**src/rtl/surfctl_eye_scanner_if.sv**
```systemverilog
// Classic Wishbone initiator bundle used by surfctl_eye_scanner.
// dat_w carries master write data, dat_r carries slave read data.
interface surfctl_eye_scanner_if;
    logic        cyc;
    logic        stb;
    logic        we;
    logic [5:0]  adr;
    logic [31:0] dat_w;
    logic [3:0]  sel;
    logic [31:0] dat_r;
    logic        ack;
    logic        err;
    logic        rty;

    modport master (
        output cyc, stb, we, adr, dat_w, sel,
        input  dat_r, ack, err, rty
    );

    modport slave (
        input  cyc, stb, we, adr, dat_w, sel,
        output dat_r, ack, err, rty
    );
endinterface

```
**src/rtl/surfctl_eye_scanner.sv**
```systemverilog
// surfctl_eye_scanner: steps a SURF link IDELAY through taps 0..MAX_TAP,
// reads the timed bit-error counter at each tap, finds the longest
// error-free run and programs the IDELAY to its centre.
// Optional: define SURFCTL_EYE_SCANNER_ISERDES_RESET_EN to pulse the
// ISERDES reset bit in CONTROL_REG (0x00) before the scan starts.
module surfctl_eye_scanner #(
    parameter int unsigned MAX_TAP     = 31,
    parameter int unsigned WAIT_CYCLES = 131072,
    parameter int unsigned ERR_THRESH  = 0,
    parameter int unsigned ACK_TIMEOUT = 1023
) (
    input  logic                         wb_clk_i,
    input  logic                         wb_rst_i,
    input  logic                         start_i,
    input  logic                         path_i,
    input  logic [23:0]                  interval_i,
    output logic                         busy_o,
    output logic                         done_o,
    output logic                         fail_o,
    output logic [5:0]                   eye_start_o,
    output logic [6:0]                   eye_width_o,
    output logic [5:0]                   center_o,
    surfctl_eye_scanner_if.master        wbm
);

    localparam logic [3:0] S_IDLE       = 4'd0;
    localparam logic [3:0] S_SET_DELAY  = 4'd1;
    localparam logic [3:0] S_ARM        = 4'd2;
    localparam logic [3:0] S_WAIT       = 4'd3;
    localparam logic [3:0] S_READ       = 4'd4;
    localparam logic [3:0] S_EVAL       = 4'd5;
    localparam logic [3:0] S_SET_CENTER = 4'd6;
    localparam logic [3:0] S_FINISH     = 4'd7;
    localparam logic [3:0] S_FAIL       = 4'd8;
`ifdef SURFCTL_EYE_SCANNER_ISERDES_RESET_EN
    localparam logic [3:0] S_RST_SET    = 4'd9;
    localparam logic [3:0] S_RST_CLR    = 4'd10;
`endif

    localparam int unsigned WAIT_W = $clog2(WAIT_CYCLES + 1);
    localparam int unsigned TMO_W  = $clog2(ACK_TIMEOUT + 1);
    localparam logic [5:0]  LAST_TAP = 6'(MAX_TAP);
    localparam logic [24:0] THRESH   = 25'(ERR_THRESH);

    logic [3:0]        state_q, state_d;
    logic [5:0]        tap_q, tap_d;
    logic              path_q, path_d;
    logic [23:0]       interval_q, interval_d;
    logic [5:0]        cur_start_q, cur_start_d;
    logic [6:0]        cur_len_q, cur_len_d;
    logic [5:0]        best_start_q, best_start_d;
    logic [6:0]        best_len_q, best_len_d;
    logic [24:0]       cnt_q, cnt_d;
    logic [WAIT_W-1:0] wait_q, wait_d;
    logic [TMO_W-1:0]  tmo_q, tmo_d;
    logic              acked_q, acked_d;
    logic              cyc_q, cyc_d;
    logic              we_q, we_d;
    logic [5:0]        adr_q, adr_d;
    logic [31:0]       dat_q, dat_d;
    logic [3:0]        sel_q, sel_d;
    logic              busy_q, busy_d;
    logic              done_q, done_d;
    logic              fail_q, fail_d;
    logic [5:0]        eye_start_q, eye_start_d;
    logic [6:0]        eye_width_q, eye_width_d;
    logic [5:0]        center_q, center_d;

    logic              launch;
    logic              drop;
    logic              good;
    logic [6:0]        half;
    logic [5:0]        idelay_adr;
    logic [5:0]        count_adr;

    // Next-state logic: sequencing, run tracking and bus cycle generation.
    // A bus state waits one extra cycle after its response (acked_q) so that
    // the following bus cycle is always preceded by an idle cycle.
    always_comb begin
        state_d      = state_q;
        tap_d        = tap_q;
        path_d       = path_q;
        interval_d   = interval_q;
        cur_start_d  = cur_start_q;
        cur_len_d    = cur_len_q;
        best_start_d = best_start_q;
        best_len_d   = best_len_q;
        cnt_d        = cnt_q;
        wait_d       = wait_q;
        tmo_d        = tmo_q;
        acked_d      = acked_q;
        cyc_d        = cyc_q;
        we_d         = we_q;
        adr_d        = adr_q;
        dat_d        = dat_q;
        sel_d        = sel_q;
        busy_d       = busy_q;
        done_d       = 1'b0;
        fail_d       = fail_q;
        eye_start_d  = eye_start_q;
        eye_width_d  = eye_width_q;
        center_d     = center_q;
        launch       = 1'b0;
        drop         = 1'b0;
        good         = (cnt_q <= THRESH);
        half         = '0;

        case (state_q)
            S_IDLE: begin
                if (start_i) begin
                    path_d       = path_i;
                    interval_d   = interval_i;
                    fail_d       = 1'b0;
                    tap_d        = '0;
                    cur_start_d  = '0;
                    cur_len_d    = '0;
                    best_start_d = '0;
                    best_len_d   = '0;
                    busy_d       = 1'b1;
`ifdef SURFCTL_EYE_SCANNER_ISERDES_RESET_EN
                    state_d      = S_RST_SET;
`else
                    state_d      = S_SET_DELAY;
`endif
                    launch       = 1'b1;
                end
            end

`ifdef SURFCTL_EYE_SCANNER_ISERDES_RESET_EN
            S_RST_SET, S_RST_CLR,
`endif
            S_SET_DELAY, S_ARM, S_READ, S_SET_CENTER: begin
                if (acked_q) begin
                    acked_d = 1'b0;
                    case (state_q)
`ifdef SURFCTL_EYE_SCANNER_ISERDES_RESET_EN
                        S_RST_SET:    begin state_d = S_RST_CLR;   launch = 1'b1; end
                        S_RST_CLR:    begin state_d = S_SET_DELAY; launch = 1'b1; end
`endif
                        S_SET_DELAY:  begin state_d = S_ARM;       launch = 1'b1; end
                        S_ARM:        begin state_d = S_WAIT;      wait_d = '0;   end
                        S_READ:       state_d = S_EVAL;
                        default:      state_d = S_FINISH;
                    endcase
                end else if (wbm.ack) begin
                    drop    = 1'b1;
                    acked_d = 1'b1;
                    if (state_q == S_READ) begin
                        if (wbm.dat_r == '1) begin
                            state_d = S_FAIL;
                            acked_d = 1'b0;
                        end else begin
                            cnt_d = wbm.dat_r[24:0];
                        end
                    end
                end else if (wbm.err || wbm.rty) begin
                    drop    = 1'b1;
                    state_d = S_FAIL;
                end else if (tmo_q == TMO_W'(ACK_TIMEOUT - 1)) begin
                    drop    = 1'b1;
                    state_d = S_FAIL;
                end else begin
                    tmo_d = tmo_q + 1'b1;
                end
            end

            S_WAIT: begin
                if (wait_q == WAIT_W'(WAIT_CYCLES - 1)) begin
                    state_d = S_READ;
                    launch  = 1'b1;
                end else begin
                    wait_d = wait_q + 1'b1;
                end
            end

            S_EVAL: begin
                if (good) begin
                    if (cur_len_q == '0) begin
                        cur_start_d = tap_q;
                    end
                    cur_len_d = cur_len_q + 1'b1;
                    if (cur_len_d > best_len_q) begin
                        best_start_d = cur_start_d;
                        best_len_d   = cur_len_d;
                    end
                end else begin
                    cur_len_d = '0;
                end
                if (tap_q == LAST_TAP) begin
                    if (best_len_d != '0) begin
                        half        = (best_len_d - 7'd1) >> 1;
                        center_d    = best_start_d + half[5:0];
                        eye_start_d = best_start_d;
                        eye_width_d = best_len_d;
                        state_d     = S_SET_CENTER;
                        launch      = 1'b1;
                    end else begin
                        state_d = S_FAIL;
                    end
                end else begin
                    tap_d   = tap_q + 1'b1;
                    state_d = S_SET_DELAY;
                    launch  = 1'b1;
                end
            end

            S_FINISH, S_FAIL: begin
                busy_d  = 1'b0;
                state_d = S_IDLE;
            end

            default: state_d = S_IDLE;
        endcase

        if (drop) begin
            cyc_d = 1'b0;
            we_d  = 1'b0;
            adr_d = '0;
            dat_d = '0;
            sel_d = '0;
        end

        idelay_adr = path_d ? 6'h14 : 6'h04;
        count_adr  = path_d ? 6'h18 : 6'h08;

        if (launch) begin
            cyc_d = 1'b1;
            tmo_d = '0;
            case (state_d)
`ifdef SURFCTL_EYE_SCANNER_ISERDES_RESET_EN
                S_RST_SET: begin
                    we_d = 1'b1; adr_d = 6'h00; dat_d = 32'h4; sel_d = 4'b0001;
                end
                S_RST_CLR: begin
                    we_d = 1'b1; adr_d = 6'h00; dat_d = 32'h0; sel_d = 4'b0001;
                end
`endif
                S_SET_DELAY: begin
                    we_d = 1'b1; adr_d = idelay_adr; dat_d = {26'd0, tap_d}; sel_d = 4'b0001;
                end
                S_ARM: begin
                    we_d = 1'b1; adr_d = count_adr; dat_d = {8'h0, interval_d}; sel_d = 4'b0111;
                end
                S_READ: begin
                    we_d = 1'b0; adr_d = count_adr; dat_d = '0; sel_d = 4'b1111;
                end
                default: begin
                    we_d = 1'b1; adr_d = idelay_adr; dat_d = {26'd0, center_d}; sel_d = 4'b0001;
                end
            endcase
        end

        if (state_d != state_q && (state_d == S_FINISH || state_d == S_FAIL)) begin
            done_d = 1'b1;
            if (state_d == S_FAIL) begin
                fail_d = 1'b1;
            end
        end
    end

    // State and output registers; reset aborts any bus cycle immediately.
    always_ff @(posedge wb_clk_i or posedge wb_rst_i) begin
        if (wb_rst_i) begin
            state_q      <= S_IDLE;
            tap_q        <= '0;
            path_q       <= 1'b0;
            interval_q   <= '0;
            cur_start_q  <= '0;
            cur_len_q    <= '0;
            best_start_q <= '0;
            best_len_q   <= '0;
            cnt_q        <= '0;
            wait_q       <= '0;
            tmo_q        <= '0;
            acked_q      <= 1'b0;
            cyc_q        <= 1'b0;
            we_q         <= 1'b0;
            adr_q        <= '0;
            dat_q        <= '0;
            sel_q        <= '0;
            busy_q       <= 1'b0;
            done_q       <= 1'b0;
            fail_q       <= 1'b0;
            eye_start_q  <= '0;
            eye_width_q  <= '0;
            center_q     <= '0;
        end else begin
            state_q      <= state_d;
            tap_q        <= tap_d;
            path_q       <= path_d;
            interval_q   <= interval_d;
            cur_start_q  <= cur_start_d;
            cur_len_q    <= cur_len_d;
            best_start_q <= best_start_d;
            best_len_q   <= best_len_d;
            cnt_q        <= cnt_d;
            wait_q       <= wait_d;
            tmo_q        <= tmo_d;
            acked_q      <= acked_d;
            cyc_q        <= cyc_d;
            we_q         <= we_d;
            adr_q        <= adr_d;
            dat_q        <= dat_d;
            sel_q        <= sel_d;
            busy_q       <= busy_d;
            done_q       <= done_d;
            fail_q       <= fail_d;
            eye_start_q  <= eye_start_d;
            eye_width_q  <= eye_width_d;
            center_q     <= center_d;
        end
    end

    assign busy_o      = busy_q;
    assign done_o      = done_q;
    assign fail_o      = fail_q;
    assign eye_start_o = eye_start_q;
    assign eye_width_o = eye_width_q;
    assign center_o    = center_q;

    assign wbm.cyc   = cyc_q;
    assign wbm.stb   = cyc_q;
    assign wbm.we    = we_q;
    assign wbm.adr   = adr_q;
    assign wbm.dat_w = dat_q;
    assign wbm.sel   = sel_q;

endmodule

```
**src/flat_wrapper.sv**
```systemverilog
// flat-port wrapper written by rule: the top's interface ports become plain ports
module surfctl_eye_scanner_flat 
#(
    parameter int unsigned MAX_TAP     = 31,
    parameter int unsigned WAIT_CYCLES = 131072,
    parameter int unsigned ERR_THRESH  = 0,
    parameter int unsigned ACK_TIMEOUT = 1023
)
  (wb_clk_i, wb_rst_i, start_i, path_i, interval_i, busy_o, done_o, fail_o, eye_start_o, eye_width_o, center_o, wbm_cyc, wbm_stb, wbm_we, wbm_adr, wbm_dat_w, wbm_sel, wbm_dat_r, wbm_ack, wbm_err, wbm_rty);
  surfctl_eye_scanner_if wbm_i ();
  input  logic wb_clk_i;
  input  logic wb_rst_i;
  input  logic start_i;
  input  logic path_i;
  input  logic [23:0] interval_i;
  output logic busy_o;
  output logic done_o;
  output logic fail_o;
  output logic [5:0] eye_start_o;
  output logic [6:0] eye_width_o;
  output logic [5:0] center_o;
  output wire logic [$bits(wbm_i.cyc)-1:0] wbm_cyc;
  output wire logic [$bits(wbm_i.stb)-1:0] wbm_stb;
  output wire logic [$bits(wbm_i.we)-1:0] wbm_we;
  output wire logic [$bits(wbm_i.adr)-1:0] wbm_adr;
  output wire logic [$bits(wbm_i.dat_w)-1:0] wbm_dat_w;
  output wire logic [$bits(wbm_i.sel)-1:0] wbm_sel;
  input wire logic [$bits(wbm_i.dat_r)-1:0] wbm_dat_r;
  input wire logic [$bits(wbm_i.ack)-1:0] wbm_ack;
  input wire logic [$bits(wbm_i.err)-1:0] wbm_err;
  input wire logic [$bits(wbm_i.rty)-1:0] wbm_rty;
  assign wbm_cyc = wbm_i.cyc;
  assign wbm_stb = wbm_i.stb;
  assign wbm_we = wbm_i.we;
  assign wbm_adr = wbm_i.adr;
  assign wbm_dat_w = wbm_i.dat_w;
  assign wbm_sel = wbm_i.sel;
  assign wbm_i.dat_r = wbm_dat_r;
  assign wbm_i.ack = wbm_ack;
  assign wbm_i.err = wbm_err;
  assign wbm_i.rty = wbm_rty;
  surfctl_eye_scanner #(.MAX_TAP(MAX_TAP), .WAIT_CYCLES(WAIT_CYCLES), .ERR_THRESH(ERR_THRESH), .ACK_TIMEOUT(ACK_TIMEOUT)) u_core (.wb_clk_i(wb_clk_i), .wb_rst_i(wb_rst_i), .start_i(start_i), .path_i(path_i), .interval_i(interval_i), .busy_o(busy_o), .done_o(done_o), .fail_o(fail_o), .eye_start_o(eye_start_o), .eye_width_o(eye_width_o), .center_o(center_o), .wbm(wbm_i));
endmodule
```
**config.mk**
```make
export PLATFORM = sky130hd
export DESIGN_NAME = surfctl_eye_scanner_flat
export DESIGN_NICKNAME = d
export VERILOG_FILES = /design/src/rtl/surfctl_eye_scanner_if.sv /design/src/rtl/surfctl_eye_scanner.sv /design/src/flat_wrapper.sv
export SDC_FILE = /design/constraint.sdc
export NUM_CORES = 1
export LEC_CHECK = 0
export ABC_AREA = 1
export BUFFER_PORTS_ARGS = -buffer_cell sky130_fd_sc_hd__buf_2
export CAP_MARGIN = 5
export CORE_MARGIN = 8
export CORE_UTILIZATION = 56
export CTS_BUF_LIST = sky130_fd_sc_hd__clkbuf_8
export DETAILED_ROUTE_END_ITERATION = 10
export PLACE_DENSITY_LB_ADDON = 0.08
export SLEW_MARGIN = 20
export SYNTH_ARGS = -nofsm -noshare
export SYNTH_HDL_FRONTEND = slang
export SYNTH_SLANG_ARGS = --single-unit
```
**constraint.sdc**
```tcl
create_clock -name wb_clk_i -period 7.15 [get_ports wb_clk_i]
set_input_delay 0.715 -clock wb_clk_i [delete_from_list [all_inputs] [get_ports wb_clk_i]]
set_output_delay 0.715 -clock wb_clk_i [all_outputs]
set_load 0.05 [all_outputs]
```
After elaboration in Yosys (flattened, before gate mapping)
Cells that the tools add are included.
{ "classes": {"n_addsub": 6, "multipliers": 0, "div": 0, "n_lt_le_gt_ge": 2, "eq_ne": 27, "n_shift": 0, "mux": 85, "bitwise": 2, "reduce_logical": 21} }
{ "op_table": {"columns": ["operator", "n"], "rows": [
  ["$mux W6", 14],
  ["$pmux W24 S3", 1],
  ["$mux W32", 2],
  ["$mux W10", 6],
  ["$mux W18", 3],
  ["$mux W24", 2],
  ["$mux W4", 12],
  ["$pmux W18 S2", 1],
  ["$pmux W6 S2", 3],
  ["$mux W7", 5],
  ["$eq A32 B32 Y1 const B", 1],
  ["$pmux W7 S2", 2],
  ["$mux W1", 27],
  ["$le A25 B1 Y1 const B", 1],
  ["$eq A4 B3 Y1 const B", 6],
  ["$add A18 B1 Y18 const B", 1],
  ["$eq A18 B17 Y1 const B", 1],
  ["$pmux W4 S4", 1],
  ["$eq A4 B2 Y1 const B", 3],
  ["$ne A2 B1 Y1 const B", 6],
  ["$add A10 B1 Y10 const B", 1],
  ["$eq A10 B10 Y1 const B", 1],
  ["$mux W5", 2],
  ["$reduce_and A5 Y1", 2],
  ["26 further kinds", 39]
]} }
{ "totals": {"regBits": 181, "latchBits": 0, "ram_bits": 0, "rom_bits": 0, "in_bits": 63, "output_inout_bits": 67, "memories": 0} }

Depth between registers and ports, before layout
Gate-level depths: netlist (run 1).
{ "depth": {"depth_word": 13, "ltp_mapped": 37} }

Least setup slack after synthesis (run 1)
OpenSTA, ideal clock, no wires.
{ "synth_path": {"kind": "register to register", "start": "register u_core.cur_len_q[0]", "end": "register u_core.dat_q[5] (netlist: u_core.wbm.dat_w[5])", "setup_ns": 0.118, "arrival_time_ns": 4.204, "required_ns": 7.032, "path_slack_ns": 2.828, "stages_incl_launch_ff": 35, "synth_period_minus_slack_ns": 4.322, "path_cell_list": "dfrtp_1 > ha_1 > nand3_1 > nor2_1 > nand2_1 > nand2_1 > nand2_1 > inv_1 > ha_1 > nand2_1 > nor2_1 > nand2_1 > nand2_1 > nand3_2 > buf_6 > o21ai_0 > ha_1 > nand3_1 > xor2_1 > ha_1 > nand2_1 > inv_1 > nand2_1 > nand2_1 > a31oi_1 > nand3b_1 > nand3_1 > nand2_1 > o21ai_0 > nand2_1 > nand2_1 > nand2_1 > nand4_1 > nand3_1 > nand2_1"} }
{ "synth_between": {"elab_chain_len": 12, "elab_cells_between_ends": 28, "cone_classes": "3 x add/sub; 1 x order compare; 3 x eq/ne; 18 x mux; 3 x reduce/logical"} }
{ "synth_lines": {"columns": ["item", "line_no", "text"], "rows": [
  ["from (decl)", "surfctl_eye_scanner.sv:50", "logic [6:0] cur_len_q, cur_len_d;"],
  ["from (signal assigned)", "surfctl_eye_scanner.sv:293", "cur_len_q <= cur_len_d;"],
  ["$add A7 B1 Y7", "surfctl_eye_scanner.sv:181", "cur_len_d = cur_len_q + 1'b1;"],
  ["$gt A7 B7 Y1", "surfctl_eye_scanner.sv:182", "if (cur_len_d > best_len_q) begin"],
  ["$mux W7", "surfctl_eye_scanner.sv:182", null],
  ["$mux W7", "surfctl_eye_scanner.sv:177", "if (good) begin"],
  ["$mux W7", "surfctl_eye_scanner.sv:108", "case (state_q)"],
  ["$sub A7 B1 Y7 or $reduce_bool A7 Y1 (tied branches)", "surfctl_eye_scanner.sv:191, surfctl_eye_scanner.sv:190", null],
  ["$add A6 B6 Y6 or $mux W4 (tied branches)", "surfctl_eye_scanner.sv:192, surfctl_eye_scanner.sv:190", null],
  ["$mux W6 or $mux W4 (tied branches)", "surfctl_eye_scanner.sv:190, surfctl_eye_scanner.sv:189", null],
  ["$mux W6 or $pmux W4 S4 (tied branches)", "surfctl_eye_scanner.sv:189, surfctl_eye_scanner.sv:108", null],
  ["$mux W6 (tied with other cells)", "surfctl_eye_scanner.sv:108", null],
  ["$pmux W24 S3", "surfctl_eye_scanner.sv:229", "case (state_d)"],
  ["$mux W32", "surfctl_eye_scanner.sv:226", "if (launch) begin"],
  ["to (signal assigned)", "surfctl_eye_scanner.sv:303", "dat_q <= dat_d;"],
  ["to (decl)", "surfctl_eye_scanner.sv:60", "logic [31:0] dat_q, dat_d;"]
]} }
Parallel ways exist; a longest one is shown, timed or not. The select of a mux whose other input is x is not followed.
A chain may end at the register's enable or synchronous reset.

Final worst setup path (run 1)
{ "layout_path": {"start": "register u_core.cur_len_q[0]", "end": "register u_core.dat_q[2] (netlist: u_core.wbm.dat_w[2])"} }
Same word-level chain as after synthesis.

==> results of run 1 <==
-- synth_stat cells (all sizes together) (2+ instances only) --
master,number
nand2,315
nand4,29
a21oi,27
nand3,73
inv,145
a22o,2
a21boi,2
mux2,13
buf,29
o22ai,18
clkinv,2
nand3b,4
dfrtp,167
clkbuf,12
a211oi,2
xor2,10
o31ai,2
o21ai,74
nor2,71
or2,3
a21o,2
nor4,4
ha,20
nor3,17
a31oi,3
-- final timing paths --
kind,start,endpoint,slack (ns),depth (start not counted)
setup / recovery,u_core.cur_len_q[0],u_core.wbm.dat_w[2],2.07,23
hold / removal,wb_rst_i,u_core.cur_start_q[2],0.42,2
setup reg to reg,u_core.cur_len_q[0],u_core.wbm.dat_w[2],2.07,23
hold reg to reg,u_core.wbm.dat_w[23],u_core.wbm.dat_w[23],0.47,2
max in group asynchronous,wb_rst_i,u_core.cnt_q[23],5.30,3
min in group wb_clk_i,interval_i[19],u_core.interval_q[19],0.47,3
-- metrics by stage --
| step | hold WS, ns | utilization | worst slack [ns] | power, mW |
|---|---|---|---|---|
| finish | 0.422 | 0.643 | 2.07 | 3.38 |
| global route | 0.454 | 0.643 | 1.44 | 3.61 |
| CTS | 0.438 | 0.643 | 2.08 | 3.40 |
| detailed placement | 0.458 | 0.614 | 2.11 | 2.66 |
| global placement | 0.454 | 0.614 | 2.33 | 2.64 |
| floorplan | 0.445 | - | 1.92 | 2.38 |
-- sequential cells by signal, summed over array words and instances (netlist names), 4 cells and up --
signal and cells:
u_core.center_o 6, u_core.wbm.dat_w 24, u_core.state_q 4, u_core.cur_len_q 7, u_core.best_start_q 6, u_core.tap_q 6, u_core.best_len_q 7, u_core.interval_q 24
u_core.eye_start_o 6, u_core.cnt_q 25, u_core.wait_q 18, u_core.cur_start_q 6, u_core.tmo_q 10, u_core.eye_width_o 7
-- power groups by stage --
stage                     Combinational (mW)  Clock, mW  Sequential, mW
after global placement                  1.38          0            1.26
after global routing                    1.55      0.788            1.27
after detailed placement                1.40          0            1.26
after CTS                               1.40      0.753            1.25
after floorplan                        0.974          0            1.40
final                                   1.39      0.734            1.25
-- cells by family (layout without fill, tap and decap cells) --
| group | count (synthesis) | after routing | synth area share |
|---|---|---|---|
| compound gates | 137 | 137 | 0.0905 |
| xor+xnor | 11 | 11 | 0.0111 |
| fa+ha+maj | 21 | 21 | 0.0312 |
| buf+inv | 188 | 301 | 0.0940 |
| flops | 167 | 167 | 0.483 |
| mux | 13 | 13 | 0.0169 |
| other cells | 1 | 11 | 0.000433 |
| simple gates | 518 | 518 | 0.273 |
-- critical path: cells and delay by family, from the launching register on --
kind            cells  cell delay, ns
simple gates       15            2.27
flops               1            0.44
fa+ha+maj           3            0.76
compound gates      3            1.09
buf+inv             2            0.40
-- layout make-up --
class	instances	area (um^2)
Clock inverter	13	179
Multi-Input combinational cell	711	3700
Timing Repair Buffer	122	621
Clock buffer	19	262
Sequential cell	167	4180
Fill cell	1359	5410
Tap cell	188	235
Inverter	147	562
-- metal layers --
| layer | track usage | vias up |
|---|---|---|
| met2 | 0.344 | 168 |
| met4 | 0.0726 | 0 |
| met1 | 0.287 | 3353 |
| met3 | 0.0435 | 28 |
| met5 | 0 | - |
| li1 | - | 3587 |
==> out/qor.yml, run 1 <==
tritoncts_num_sinks: 167
antenna_cells: 0
post_synth_num_cell_types: 58
cts_hold_repair.buffers: 0
layout_commonest_cell: "nand2_1"
setup_viol_count_final: 0
gpl.final_weighted_congestion: 0.894
cts.repair.resized: 0
fmax_ghz: 0.197
yosysTopAreaCell: "dfrtp_1"
cpPeakStageDelay_ns: 0.67
drv.max_cap_violation_count: 0
cts_tree: "done"
synth-seq-area-share: 0.483
power_frac_seq: 0.369
mappedNetlistArea_um2: 8650
total_switching_power_mw: 1.48
finalHoldViolations: 0
skew_ns: 0.0131
core_area_um2: 15100
ant_nets: 0
worst_skew_pair.late_latency_ns: 0.46
grt-ovfl-total: 0
worst_pin_slew_ns: 0.911
vdd_ir_drop_max_uv: 179
critical_path.slowest_cell: "nand3b_2"
number_of_global_route_vias_before_repair: 6902
numPlacedInstances: 1335
cts.repair_timing.setup_buffer_count: 0
critPathArrivalTime_ns: 5.47
grt_pass1_wl_mm: 34.3
core.rowCount: 45
die_width_um: 140
critPathRequiredTime_ns: 7.54
timing.critical_path.from_type: "flop"
cpMostUsedCell: "nand2_1"
p_leak_nw: 5.35
combPwrFrac: 0.413
detail_route.wl_per_cell_um: 14.9
route.vias.total: 7136
grt_setup_unrepaired: "no"
die_height_um: 140
drt_wl_total_mm: 20.4
p_int_mw: 1.90
outcome: "finished clean"
route.layer.met1.wl_mm: 9.35
endpoint_kind: "flop"
die-area_um2: 19700
route.detailed.drc: 0
instances_no_fill: 1367
layout.nets: 1250
post-route-cell-area_um2: 9740
drive_above_1_share: 0.176
final.min_clock_period_ns: 5.08
port_buffers: 118
groute.usage.overall: 0.215
finalSetupTns_ns: 0
synthesis.yosys.warnings: 0
detailedRoute.firstPassIterationCount: 5
clock_tree.root_cell: "clkbuf_8"
dpl.hpwl_mm: 15.0
power.density_cell_area_nw_per_um2: 347
ios: 130
synthCells: 1056
h_tree_level_count: 4
synth_area_per_cell_um2: 8.20
hold_path_class: "in -> async"
asyncSetResetFlopFracSynth: 1.00
max_fanout_on_critical_path: 32
worst_slew_margin_rel: 0.393
route.top_layer_used: "met4"
clk_path_buf_depth: 2
pin_count_of_the_biggest_net_entering_global_routing: 96
dr.first_iter.drc_count: 520
yosys.area.top_type_share: 0.483
cells_along_the_critical_path: "ha_1 -> nand4_1 -> nor2_1 -> nand2_1 -> nand2_1 -> inv_1 -> ha_1 -> nand2_1 -> nor2_1 -> nand2_1 -> nand2_1 -> nand3_2 -> o21ai_0 -> ha_1 -> nand2_1 -> nor2_2 -> nand2_4 -> o21ai_2 -> nand3b_2 -> a21oi_2 -> buf_4 -> nand2_1 -> nand2_1"
antenna_found_initial: 0
met3_wirelength_um: 935
yosys_register_bits: 167
sw_frac_of_total: 0.437
route.met2.wl_mm: 9.70
layout_common_cells: "nand2_1 (307), dfrtp_1 (167), inv_1 (144)"
worstSetupPathType: "reg -> reg"
flow.area_growth_from_synthesis_pct: 12.5
synth_top_flop_cell: "dfrtp_1"
clk_transition_reported_paths_ns: 0.09
timing_max_transition_violations_final: 0
cts_buffer_count: 17
number_of_enable_flip_flop_cells_after_synthesis: 0
ys_top_cells_by_area: "dfrtp_1 (48%), nand2_1 (13%), inv_1 (6.2%), o21ai_0 (3.9%), nand3_1 (3.5%)"
vias_per_cell: 5.22
final_min_period_over_clock_period: 0.711
initial_core_util: 0.571
placed_cell_area_um2: 9300
p_clk_frac: 0.217
Note: power is estimated with default switching activity, not from simulation.
==> run 2: changes to the inputs <==
- ABC_AREA: 1 -> 0
- clock period: 7.15 -> 4.7 ns (I/O delays scaled with it)
==> out/qor.yml, run 2 <==
outcome: "finished clean"
cp_top_family: "compound AO/OA/AOI/OAI gates"
worstSetupPathType: "reg -> reg"
cpPeakStageDelay_ns: 0.44
ant_nets: 0
worst_slew_margin_rel: 0.292
endpoint_kind: "flop"
drv.max_cap_violation_count: 0
largest_reg_flops: 25
ios: 130
dpl.hpwl_mm: 14.3
yosys_register_bits: 167
regToRegSetupSlack_ns: 0.22
detail_route.wl_per_cell_um: 17.4
grt_busiest_layer: "met2"
vdd_ir_drop_max_uv: 581
layout_common_cells: "dfrtp_1 (166), nand2_1 (163), buf_2 (118)"
finalHoldViolations: 0
critPathRequiredTime_ns: 5.11
critical_path.slowest_cell: "dfrtp_2"
port_buffers: 118
gpl.final_weighted_congestion: 0.893
timing.critical_path.buf_inv: 1
flow.area_growth_from_synthesis_pct: 15.7
antenna_cells: 0
ys_top_cells_by_area: "dfrtp_1 (51%), nand2_1 (7.4%), mux2_2 (3.7%), ha_1 (3.0%), a22o_1 (3.0%)"
skew_ns: 0.0149
clk_transition_reported_paths_ns: 0.09
vias_per_cell: 5.76
synthesis.yosys.warnings: 0
synth_area_per_cell_um2: 9.91
groute.usage.overall: 0.219
cts_buffer_count: 17
core.rowCount: 44
timing.critical_path.from_type: "flop"
grtUsageMet3: 0.0411
cts_hold_repair.buffers: 0
finalSetupTns_ns: 0
regMostFlops: "u_core.cnt_q"
drive_above_1_share: 0.231
setup_viol_count_final: 0
clk_path_buf_depth: 2
h_tree_level_count: 4
number_of_enable_flip_flop_cells_after_synthesis: 0
mappedNetlistArea_um2: 8220
asyncSetResetFlopFracSynth: 1.00
route.detailed.drc: 0
worst_pin_slew_ns: 1.06
dr.first_iter.drc_count: 443
route.vias.total: 6622
cells_along_the_critical_path: "ha_2 -> nand3_1 -> nor2_2 -> xor2_1 -> ha_1 -> nand4_1 -> a21o_1 -> a2111oi_4 -> buf_6 -> mux2i_2 -> ha_2 -> xnor2_1 -> ha_1 -> a21o_1 -> a21oi_2 -> o21bai_1 -> a21oi_2 -> xnor3_1 -> xnor2_1 -> nand2_1 -> nand2_1"
die_width_um: 137
tritoncts_num_sinks: 167
drt_wl_total_mm: 20.0
p_leak_nw: 4.88
ranking_of_synthesized_cells_by_instance_count: "dfrtp_1 (167), nand2_1 (163), nor2_1 (54), o21ai_0 (38), inv_1 (33)"
fmax_ghz: 0.223
grt_use_met1: 0.291
initial_core_util: 0.570
die-area_um2: 18800
final_min_period_over_clock_period: 0.953
power.density_cell_area_nw_per_um2: 468
post-layout-total-power_mw: 4.45
synth_top_flop_cell: "dfrtp_1"
global_routing_usage_on_met2: 0.345
layout_commonest_cell: "dfrtp_1"
final.min_clock_period_ns: 4.48
synthMostInstantiatedCell: "dfrtp_1"
numPlacedInstances: 1113
layout.nets: 1037
post_synth_num_cell_types: 64
worst_hold_slack_ns: 0.217
core_area_um2: 14400
worst_skew_pair.late_latency_ns: 0.47
cts_tree: "done"
instances_no_fill: 1150
number_of_global_route_vias_before_repair: 6694
antenna_found_initial: 1
pin_count_of_the_biggest_net_entering_global_routing: 168
synth-seq-area-share: 0.509
timing_max_transition_violations_final: 0
yosys.area.top_type_share: 0.509
grt-ovfl-total: 0
detailedRoute.firstPassIterationCount: 5
grt_pass1_wl_mm: 32.8
critPathArrivalTime_ns: 4.89
synthCells: 829
clock_tree.root_cell: "clkbuf_8"
yosysTopAreaCell: "dfrtp_1"
die_height_um: 137
hold_path_class: "in -> reg"
max_fanout_on_critical_path: 7
run 2: changes by cell type in the layout (fill, tap and decap cells not counted), moves of 10 or more:
| cell | before | now |
|---|---|---|
| o22ai_1 | 18 | 5 |
| nand2_1 | 307 | 163 |
| inv_1 | 144 | 34 |
| mux2_2 | 13 | 27 |
| a22o_1 | 2 | 28 |
| nand3_1 | 60 | 29 |
| nor2_1 | 63 | 53 |
| buf_4 | 4 | 20 |
| xnor2_1 | 1 | 15 |
| mux2i_1 | 0 | 15 |
| nand3_2 | 13 | 1 |
| o21ai_0 | 68 | 38 |
run 2: worst register-to-register path, stage by stage, from the launching register on:
cell and delay (ns):
dfrtp_2 0.44, ha_2 0.22, nand3_1 0.14, nor2_2 0.05
xor2_1 0.17, ha_1 0.34, nand4_1 0.16, a21o_1 0.24
a2111oi_4 0.36, buf_6 0.18, mux2i_2 0.23, ha_2 0.24
xnor2_1 0.15, ha_1 0.26, a21o_1 0.17, a21oi_2 0.17
o21bai_1 0.10, a21oi_2 0.16, xnor3_1 0.32, xnor2_1 0.16
nand2_1 0.09, nand2_1 0.09
run 2: final timing paths:
kind / startpoint / to / cells past startpoint
max in group asynchronous: wb_rst_i / u_core.wait_q[17] / 3
min in group asynchronous: wb_rst_i / u_core.cur_len_q[2] / 3
max reg2reg: u_core.cur_len_q[1] / u_core.wbm.dat_w[5] / 21
min: interval_i[12] / u_core.interval_q[12] / 3
max: u_core.cur_len_q[1] / u_core.wbm.dat_w[5] / 21
min reg2reg: u_core.eye_start_o[4] / u_core.eye_start_o[4] / 2
run 2: cell families after synthesis:
| group | synth area share |
|---|---|
| simple gates | 0.194 |
| flops | 0.509 |
| other cells | 0.000456 |
| buf+inv | 0.0449 |
| mux | 0.0579 |
| compound gates | 0.123 |
| xor+xnor | 0.0390 |
| fa+ha+maj | 0.0329 |
run 2: metal layers:
| metal | routed length (um) | share of wire | vias to the layer above |
|---|---|---|---|
| met4 | 397 | 0.020 | 2 |
| li1 | - | - | 3125 |
| met5 | 12 | 0.00060 | - |
| met1 | 8880 | 0.44 | 3263 |
| met3 | 1090 | 0.055 | 33 |
| met2 | 9640 | 0.48 | 199 |
run 2: per-stage QoR:
stage	setup WS [ns]	cell area, um^2	util
final	0.219	9510	0.659
after global routing	-0.0194	9510	0.659
after CTS	0.0609	9440	0.654
after detailed placement	0.0207	9000	0.624
after global placement	0.174	9000	0.624
after floorplan	0.205	8260	-
run 2: final cells by class:
type | count | area (um^2)
Timing Repair Buffer | 140 | 772
Inverter | 33 | 128
Multi-Input combinational cell | 594 | 3770
Sequential cell | 167 | 4180
Tap cell | 184 | 230
Fill cell | 1155 | 4910
Clock inverter | 12 | 150
Clock buffer | 20 | 275
run 2: repair_timing:
action | in CTS | in global routing
gates resized for setup | 0 | 12
pin swaps | 2 | 2
endpoints found under the setup margin | 2 | 3
buffers inserted | 2 | 3
run 2: power breakdown:
group	internal, mW	leakage [nW]	switching, mW
registers	1.68	2.26	0.160
logic	0.385	2.39	1.13
clock network	0.567	0.222	0.530
total	2.63	4.88	1.82
==> run 3: changes to the inputs <==
- CORE_UTILIZATION: 56 -> 53
- clock period: 4.7 -> 3.65 ns (I/O delays scaled with it)
==> out/qor.yml, run 3 (synthesis gave the netlist of run 2 again) <==
outcome: "finished, violations left"
violations_in_the_final_reports: "setup timing"
critPathRequiredTime_ns: 4.05
worst_skew_pair.late_latency_ns: 0.47
grt_busiest_layer: "met2"
detailedRoute.firstPassIterationCount: 5
fill_cells: 1246
h_tree_level_count: 4
initial_core_util: 0.540
flow.area_growth_from_synthesis_pct: 24.1
cp_num_cells: 21
hold_path_class: "in -> reg"
endpoint_kind: "flop"
regMostFlops: "u_core.cnt_q"
drive_above_1_share: 0.294
timing_max_transition_violations_final: 0
clk_path_buf_depth: 2
final_min_period_over_clock_period: 1.14
antenna_cells: 0
finalSetupTns_ns: -2.42
ios: 130
timing.critical_path.from_type: "flop"
groute.usage.overall: 0.220
drv.max_cap_violation_count: 0
multi_input_comb_area_um2: 3920
cpMostUsedCell: "nand2_1"
critPathArrivalTime_ns: 4.55
register_area_um2: 4180
setup_viol_count_final: 9
cts_buffer_count: 17
drt_wl_total_mm: 21.3
core.rowCount: 45
layout.nets: 1102
ant_nets: 0
layout_common_cells: "dfrtp_1 (165), nand2_1 (163), buf_2 (118)"
grt-ovfl-total: 0
gpl.final_weighted_congestion: 0.872
placed_cell_area_um2: 9500
vdd_ir_drop_max_uv: 532
timing.final.ws_setup_ns: -0.507
grt_pass1_wl_mm: 35.3
timing.critical_path.from: "u_core.cur_len_q[1]"
reg2reg_to: "u_core.center_o[5]"
worstSetupPathType: "reg -> reg"
critical_path.reg2reg.startpoint: "u_core.cur_len_q[1]"
die_width_um: 141
worst_pin_slew_ns: 1.02
global_routing_usage_on_met2: 0.360
die-area_um2: 19700
fmax_ghz: 0.241
max_fanout_on_critical_path: 5
tritoncts_num_sinks: 167
antenna_found_initial: 1
largest_reg_flops: 25
die_height_um: 141
worst_slew_margin_rel: 0.321
critical_path.endpoint: "u_core.center_o[5]"
power.density_cell_area_nw_per_um2: 578
final.min_clock_period_ns: 4.16
cells_along_the_critical_path: "ha_4 -> nand3_4 -> nor2_4 -> xor2_2 -> ha_1 -> nand2_1 -> o21a_1 -> a2111oi_4 -> buf_4 -> mux2i_2 -> ha_2 -> xnor2_2 -> ha_1 -> a21o_1 -> a21oi_2 -> o21bai_1 -> a21oi_1 -> xnor3_1 -> xnor2_1 -> nand2_1 -> nand2_1"
grt_use_met1: 0.276
core_area_um2: 15200
cpPeakStageDelay_ns: 0.44
dr.first_iter.drc_count: 432
regToRegSetupSlack_ns: -0.51
grtUsageMet3: 0.0625
route.vias.total: 6945
finalHoldViolations: 0
pin_count_of_the_biggest_net_entering_global_routing: 83
number_of_global_route_vias_before_repair: 7265
r2r_cells: 21
cp_top_family: "compound AO/OA/AOI/OAI gates"
timing.critical_path.buf_inv: 1
cts_tree: "done"
clock_tree.root_cell: "clkbuf_8"
skew_ns: 0.0201
grt_setup_unrepaired: "yes"
post-route-cell-area_um2: 10200
detail_route.wl_per_cell_um: 17.4
post-layout-total-power_mw: 5.89
vias_per_cell: 5.70
layout_commonest_cell: "dfrtp_1"
dpl.hpwl_mm: 15.5
port_buffers: 118
critical_path.slowest_cell: "dfrtp_2"
clk_transition_reported_paths_ns: 0.09
p_leak_nw: 5.21
route.detailed.drc: 0
==> run 3: worst min-delay path by stage <==
stage,startpoint,cells past startpoint,endpoint
floorplan,u_core.interval_q[3],2,u_core.interval_q[3]
detailed placement,wb_rst_i,2,u_core.wait_q[13]
global route,path_i,3,u_core.path_q
CTS,interval_i[10],3,u_core.interval_q[10]
global placement,wb_rst_i,2,u_core.wait_q[12]
finish,interval_i[10],3,u_core.interval_q[10]
==> run 3: final cells by class <==
type | count | area share
clock buffer | 17 | 0.0230
sequential | 167 | 0.410
multi-input combinational | 594 | 0.384
timing repair buffer | 205 | 0.129
clock inverter | 15 | 0.0182
inverter | 33 | 0.0128
tap | 188 | 0.0231
==> run 3: metrics by stage <==
stage | std cells | utilization | hold WS [ns] | setup slack (ns)
6_report | 1219 | 0.671 | 0.118 | -0.507
5_1_grt | 1219 | 0.671 | 0.0995 | -0.725
4_1_cts | 1215 | 0.663 | 0.0960 | -0.500
3_5_place_dp | 1177 | 0.625 | 0.394 | -0.526
3_3_place_gp | 1177 | 0.625 | 0.390 | -0.358
2_1_floorplan | 839 | - | 0.434 | -0.620
==> run 3: worst register-to-register path: cells and delay by family (launching register included) <==
family	cells	cell delay, ns
and+or+nand+nor	5	0.39
xor gates and xnor gates	4	0.68
DFF	1	0.44
adders and majority gates	4	0.99
buffers and inverters	1	0.19
muxes	1	0.23
AOI/OAI and AO/OA	6	1.16
==> run 3: power by group <==
| part | total [mW] | internal [mW] | switching [mW] |
|---|---|---|---|
| logic | 2.11 | 0.644 | 1.47 |
| clock network | 1.40 | 0.640 | 0.756 |
| registers | 2.39 | 2.16 | 0.227 |
==> run 3: what timing repair did <==
item,CTS,global route
endpoints found under the hold margin,16,0
gates cloned,0,1
setup buffers,9,5
resized for setup,22,12
hold buffers,1,0
endpoints found under the setup margin,32,53
pin swaps,22,8
==> run 3: per-layer routing <==
layer	share of wire	vias up
met5	0.00047	-
met4	0.017	2
met3	0.063	30
met2	0.48	232
met1	0.44	3425
li1	-	3256
